[config.mk]
export PLATFORM = sky130hd
export DESIGN_NAME = ext_mem_arbiter
export DESIGN_NICKNAME = d
export VERILOG_FILES = /design/src/rtl/ext_mem_arbiter.sv
export SDC_FILE = /design/constraint.sdc
export NUM_CORES = 1
export LEC_CHECK = 0
export CAP_MARGIN = 10
export CORE_UTILIZATION = 21
export DETAILED_ROUTE_END_ITERATION = 10
export GPL_TIMING_DRIVEN = 0
export PLACE_DENSITY = 0.93
export SYNTH_ARGS = -nofsm -noshare
export SYNTH_HDL_FRONTEND = slang
export SYNTH_SLANG_ARGS = --single-unit
[constraint.sdc]
create_clock -name clock -period 1.8 [get_ports clock]
set_input_delay 0.18 -clock clock [delete_from_list [all_inputs] [get_ports clock]]
set_output_delay 0.18 -clock clock [all_outputs]
set_load 0.005 [all_outputs]
[src/rtl/ext_mem_arbiter.sv]
// rtl/ext_mem_arbiter.sv - two-port arbiter sharing the external memory controller
module ext_mem_arbiter #(
    parameter bit FIXED_PRIO = 1'b0
) (
    input  logic        clock,
    input  logic        reset,
    input  logic        p0_cs_b,
    input  logic        p0_rnw,
    input  logic [15:0] p0_addr,
    input  logic [15:0] p0_dout,
    output logic        p0_clken,
    input  logic        p1_cs_b,
    input  logic        p1_rnw,
    input  logic [15:0] p1_addr,
    input  logic [15:0] p1_dout,
    output logic        p1_clken,
    output logic [15:0] rd_data,
    output logic        mem_cs_b,
    output logic        mem_rnw,
    output logic [15:0] mem_addr,
    output logic [15:0] mem_dout,
    input  logic        mem_clken,
    input  logic [15:0] mem_din,
    output logic        busy,
    output logic        owner
);

    typedef enum logic {IDLE, BUSY} state_t;

    state_t state, state_nxt;
    logic   owner_q, owner_nxt;
    logic   last_owner, last_owner_nxt;
    logic   req0, req1, winner;
    logic   sel, active, done;

    assign req0 = !p0_cs_b;
    assign req1 = !p1_cs_b;

    always_comb begin
        if (req0 && req1) begin
            winner = FIXED_PRIO ? 1'b0 : !last_owner;
        end else begin
            winner = req1;
        end
    end

    always_ff @(posedge clock) begin
        if (reset) begin
            state      <= IDLE;
            owner_q    <= 1'b0;
            last_owner <= 1'b1;
        end else begin
            state      <= state_nxt;
            owner_q    <= owner_nxt;
            last_owner <= last_owner_nxt;
        end
    end

    // Grant is decided in the IDLE cycle itself so that cycle is already access cycle 0.
    always_comb begin
        state_nxt      = state;
        owner_nxt      = owner_q;
        last_owner_nxt = last_owner;
        sel            = 1'b0;
        active         = 1'b0;
        done           = 1'b0;
        case (state)
            IDLE: begin
                if (req0 || req1) begin
                    active    = 1'b1;
                    sel       = winner;
                    owner_nxt = winner;
                    state_nxt = BUSY;
                end
            end
            BUSY: begin
                active = 1'b1;
                sel    = owner_q;
                if (mem_clken) begin
                    done           = 1'b1;
                    last_owner_nxt = owner_q;
                    state_nxt      = IDLE;
                end
            end
        endcase
    end

    // A requesting port runs only on its own completion cycle; idle ports run freely.
    assign p0_clken = p0_cs_b || (active && !sel && done);
    assign p1_clken = p1_cs_b || (active &&  sel && done);

    assign mem_cs_b = !active;
    assign mem_rnw  = sel ? p1_rnw  : p0_rnw;
    assign mem_addr = sel ? p1_addr : p0_addr;
    assign mem_dout = sel ? p1_dout : p0_dout;
    assign rd_data  = mem_din;
    assign busy     = (state == BUSY);
    assign owner    = owner_q;

endmodule

---- Word level (Yosys, flattened, before mapping) ----
Index checks and enable logic that the tools add are counted.
cells by class
  shifts and indexed selects .............. 0
  multiply operators ...................... 0
  divide/modulo/power cells ............... 0
  $lt $le $gt $ge ......................... 0
  bitwise operators ....................... 1
  equality and inequality tests ........... 0
  muxes and demuxes ....................... 12
  $add $sub $neg .......................... 0
  reduce and logical (&&, ||, !) cells .... 15
operator list
  kind                                number
  16-bit two-way mux                  2
  1-bit two-way mux                   7
  1-bit case mux with 2 select lines  3
  1-bit logical AND                   5
  1-bit zero test                     5
  2-bit AND reduction                 2
  1-bit logical OR                    3
  1-bit NOT                           1
word-level totals
  output and inout port bits .............. 54
  ROM bits ................................ 0
  RAM bits ................................ 0
  memories ................................ 0
  bits in registers ....................... 3
  bits in latches ......................... 0
  input port bits ......................... 87
  word-level logic and storage cells ...... 31

---- Longest topological paths before layout ----
  word-level depth ........................ 9
  depth in mapped cells ................... 4
  gate-level depth less buffers ........... 3

---- Least setup slack after synthesis ----
OpenSTA, ideal clock, no wires.
  path type ............................... register to output
  start point ............................. reg state (netlist: busy)
  end point ............................... out mem_addr[0]
  path buffers ............................ 1
  required time ........................... 1.620 ns
  cell stages (with the launch flop) ...... 5
  data arrival time ....................... 1.278 ns
  slack ................................... 0.342 ns
  path through ............................ dfxtp_1 nor2_2 a22oi_4 buf_6 mux2_4
between the ends
  word-level cells in the longest chain between the ends .. 3
RTL lines
  what                                    RTL line  RTL
  start: declaration                      30        state_t state, state_nxt;
  start signal: assignment                53        state <= state_nxt;
  1-bit NOT                               -
  1-bit case mux with 2 select lines (*)  67        case (state)
  16-bit two-way mux (*)                  94        assign mem_addr = sel ? p1_addr : p0_addr;
  end: declaration                        20        output logic [15:0] mem_addr,
Every way passes the cells marked *; elsewhere a longest branch is shown, timed or not.

---- Final worst setup path ----
  start point ............................. reg state (netlist: busy)
  end point ............................... out mem_dout[5]
between the ends
  word-level cells in the longest chain between the ends .. 3
RTL lines
  what                                    RTL line  RTL
  1-bit NOT                               -
  1-bit case mux with 2 select lines (*)  67
  16-bit two-way mux (*)                  95        assign mem_dout = sel ? p1_dout : p0_dout;
  end: declaration                        21        output logic [15:0] mem_dout,
Marked as above.

==> metrics.yaml <==
status: "finished with violations"
violations: "negative setup slack"
skew_ns: 0.00309
cts_tree: "done"
clk_pin_slew_ns: 0.03
worstReg2RegStart: "busy"
routed_via_density: 4.12
critPathRequiredTime_ns: 1.62
ys_warn_count: 0
dp_hpwl_um: 2680
powerDensity_nw_per_um2: 406
dpl_cell_area_um2: 2090
synthesis.nets: 155
setup_ws_ns: -0.00393
fmax_mhz: 554
vias: 1042
netlist.area_leader.share_pct: 55.3
hold_violations: 0
ios: 141
cts_sinks: 3
drt_iter0_drc: 11
final_nets: 295
finalMaxSlewViolations: 0
endpoint_kind: "output pin"
setup_violations: 2
die_w_um: 63.2
grt_util_all_layers_pct: 15.1
max-cap-violations: 0
die-area_um2: 4000
r2r_end: "owner"
postCtsHoldBufs: 0
drc: 0
antenna_found_initial: 0
critPathMaxFanout: 6
grt_pass1_vias: 990
num_rows: 21
die_y_um: 63.2
syn_area_um2: 787
htree_levels: 1
hold_class: "primary input to flip-flop"
synthDistinctLibCells: 17
root_buffer: "clkbuf_8"
power_w: 0.000895
hold_depth: 3
synth.most_common_cell: "mux2_4"
coreArea_um2: 3470
ys_seq_elements: 3
antenna_cells: 0
place.gp.congestion: 0.685
synth-edff-count: 0
rrSetupSlack_ns: 0.54
min_to: "owner"
rsz0062_at_grt: "yes"
crit_arrival_ns: 1.62
start_util_pct: 22.7
ir_drop_v: 0.000456
period_minus_slack_ns: 1.80
drt-pass1-iter-count: 2
ys_seq_area_share_pct: 7.63
cts_buffer_depth: 2
port_buffers: 124
syn_inst: 68
worst_slew_pin_slew_ns: 0.224
crit_type: "flip-flop to output pin"
clkLatencyLatePin_ns: 0.22
wire_per_inst_um: 12.7
grt_pass1_wl_um: 4790
syn_area_per_cell_um2: 11.6
gr-total-overflow: 0
layout-drive-gt1-share_pct: 51.7
tritoncts.num_buffers: 3
syn_to_final_growth_pct: 180
max_slew_margin_pct: 85.1
final_cell_area_um2: 2200
grt_max_degree: 7
synthArstFlopShare_pct: 0
fin_crit_sh_pct: 100
synth_common_cells: "mux2_4 (29), buf_4 (16), mux2_2 (4), buf_6 (3), dfxtp_1 (3)"
min_from: "p0_cs_b"
crit_path_start_kind: "flip-flop"
postRouteAntennaNets: 0
leakage_nw: 1.07
wirelength_um: 3220
synthFlopType: "dfxtp_1"
fill_cells: 313
synth_area_leaders: "mux2_4 (55%), buf_4 (15%), dfxtp_1 (7.6%)"
synth_top_area_cell: "mux2_4"
rr_worst_depth: 7
[sequential cells by signal (all words and copies together), names as in the netlist]
| register | flops |
|---|---|
| last_owner | 1 |
| owner | 1 |
| busy | 1 |
[power by group]
part	switching, W	internal, W
Combinational	0.000159	0.000459
Clock	0.0000440	0.000151
Sequential	0.00000908	0.0000730
Total	0.000212	0.000683
[what timing repair did]
item / CTS / global route
resized for setup: 134 / 14
pin swaps: 1 / 1
setup buffers: 11 / 1
gates cloned: 2 / 0
setup endpoints to repair: 33 / 32
[placed cells by master (no fill, tap or decap), drive strengths merged]
| cell type | n |
|---|---|
| a21oi | 1 |
| clkbuf | 15 |
| o21bai | 1 |
| clkdlybuf4s50 | 89 |
| a22oi | 1 |
| nor3b | 1 |
| nand3 | 1 |
| or2 | 1 |
| buf | 52 |
| dfxtp | 3 |
| nand2 | 2 |
| dlygate4sd2 | 2 |
| mux2 | 33 |
| a211o | 1 |
| nand2b | 1 |
| and3 | 1 |
| nor2 | 2 |
[final cells by class]
type	instances	area [um^2]	area share, %
buffer	18	160	7.26
clock buffer	4	45.0	2.04
multi-input combinational	46	586	26.6
sequential	3	66.3	3.01
tap	46	57.6	2.61
timing repair buffer	136	1290	58.5
[metrics by stage]
stage                     hold slack (ns)  setup slack (ns)  utilization [%]  cells   TNS, ns
after floorplan                     0.249             0.342                -     68         0
after CTS                           0.438           -0.0225             66.6    255    -0.100
after global placement              0.458            -0.507             60.1    238    -15.47
after global routing                0.472           -0.0667             63.6    253    -0.386
final                               0.444          -0.00393             63.6    253  -0.00498
after detailed placement            0.473            -0.510             60.1    238    -15.70
[logic make-up (layout without fill, tap and decap cells)]
logic type             after synthesis  after routing  synth area share [%]
AO/OA/AOI/OAI                        4              4                  5.41
buffers and inverters               19            158                  19.6
flip-flops                           3              3                  7.63
multiplexers                        33             33                  61.0
AND/OR/NAND/NOR                      9              9                  6.36
[worst max-delay path by stage]
stage	from	end	slack, ns	depth (start not counted)
after floorplan	busy	mem_addr[0]	0.34	4
after CTS	busy	mem_dout[5]	-0.02	7
after detailed placement	p0_cs_b	mem_addr[2]	-0.51	6
after global placement	p0_cs_b	mem_addr[3]	-0.51	6
after global routing	busy	mem_dout[10]	-0.07	7
final	busy	mem_dout[5]	-0.004	7
[layer usage]
| metal | vias to the layer above | wire [um] | global-route usage, % |
|---|---|---|---|
| met5 | - | 0 | 0 |
| met4 | 0 | 31 | 4.26 |
| met3 | 4 | 289 | 4.17 |
| met2 | 59 | 1810 | 29.4 |
| met1 | 474 | 1090 | 15.5 |
| li1 | 505 | - | - |
[critical path, stage by stage, from the launching register on]
cell     delay [ns]
dfxtp_4        0.38
nor2_4         0.04
a22oi_4        0.19
buf_12         0.16
buf_12         0.11
buf_6          0.11
mux2_4         0.30
buf_6          0.12
Note: power is estimated with default switching activity, not from simulation.
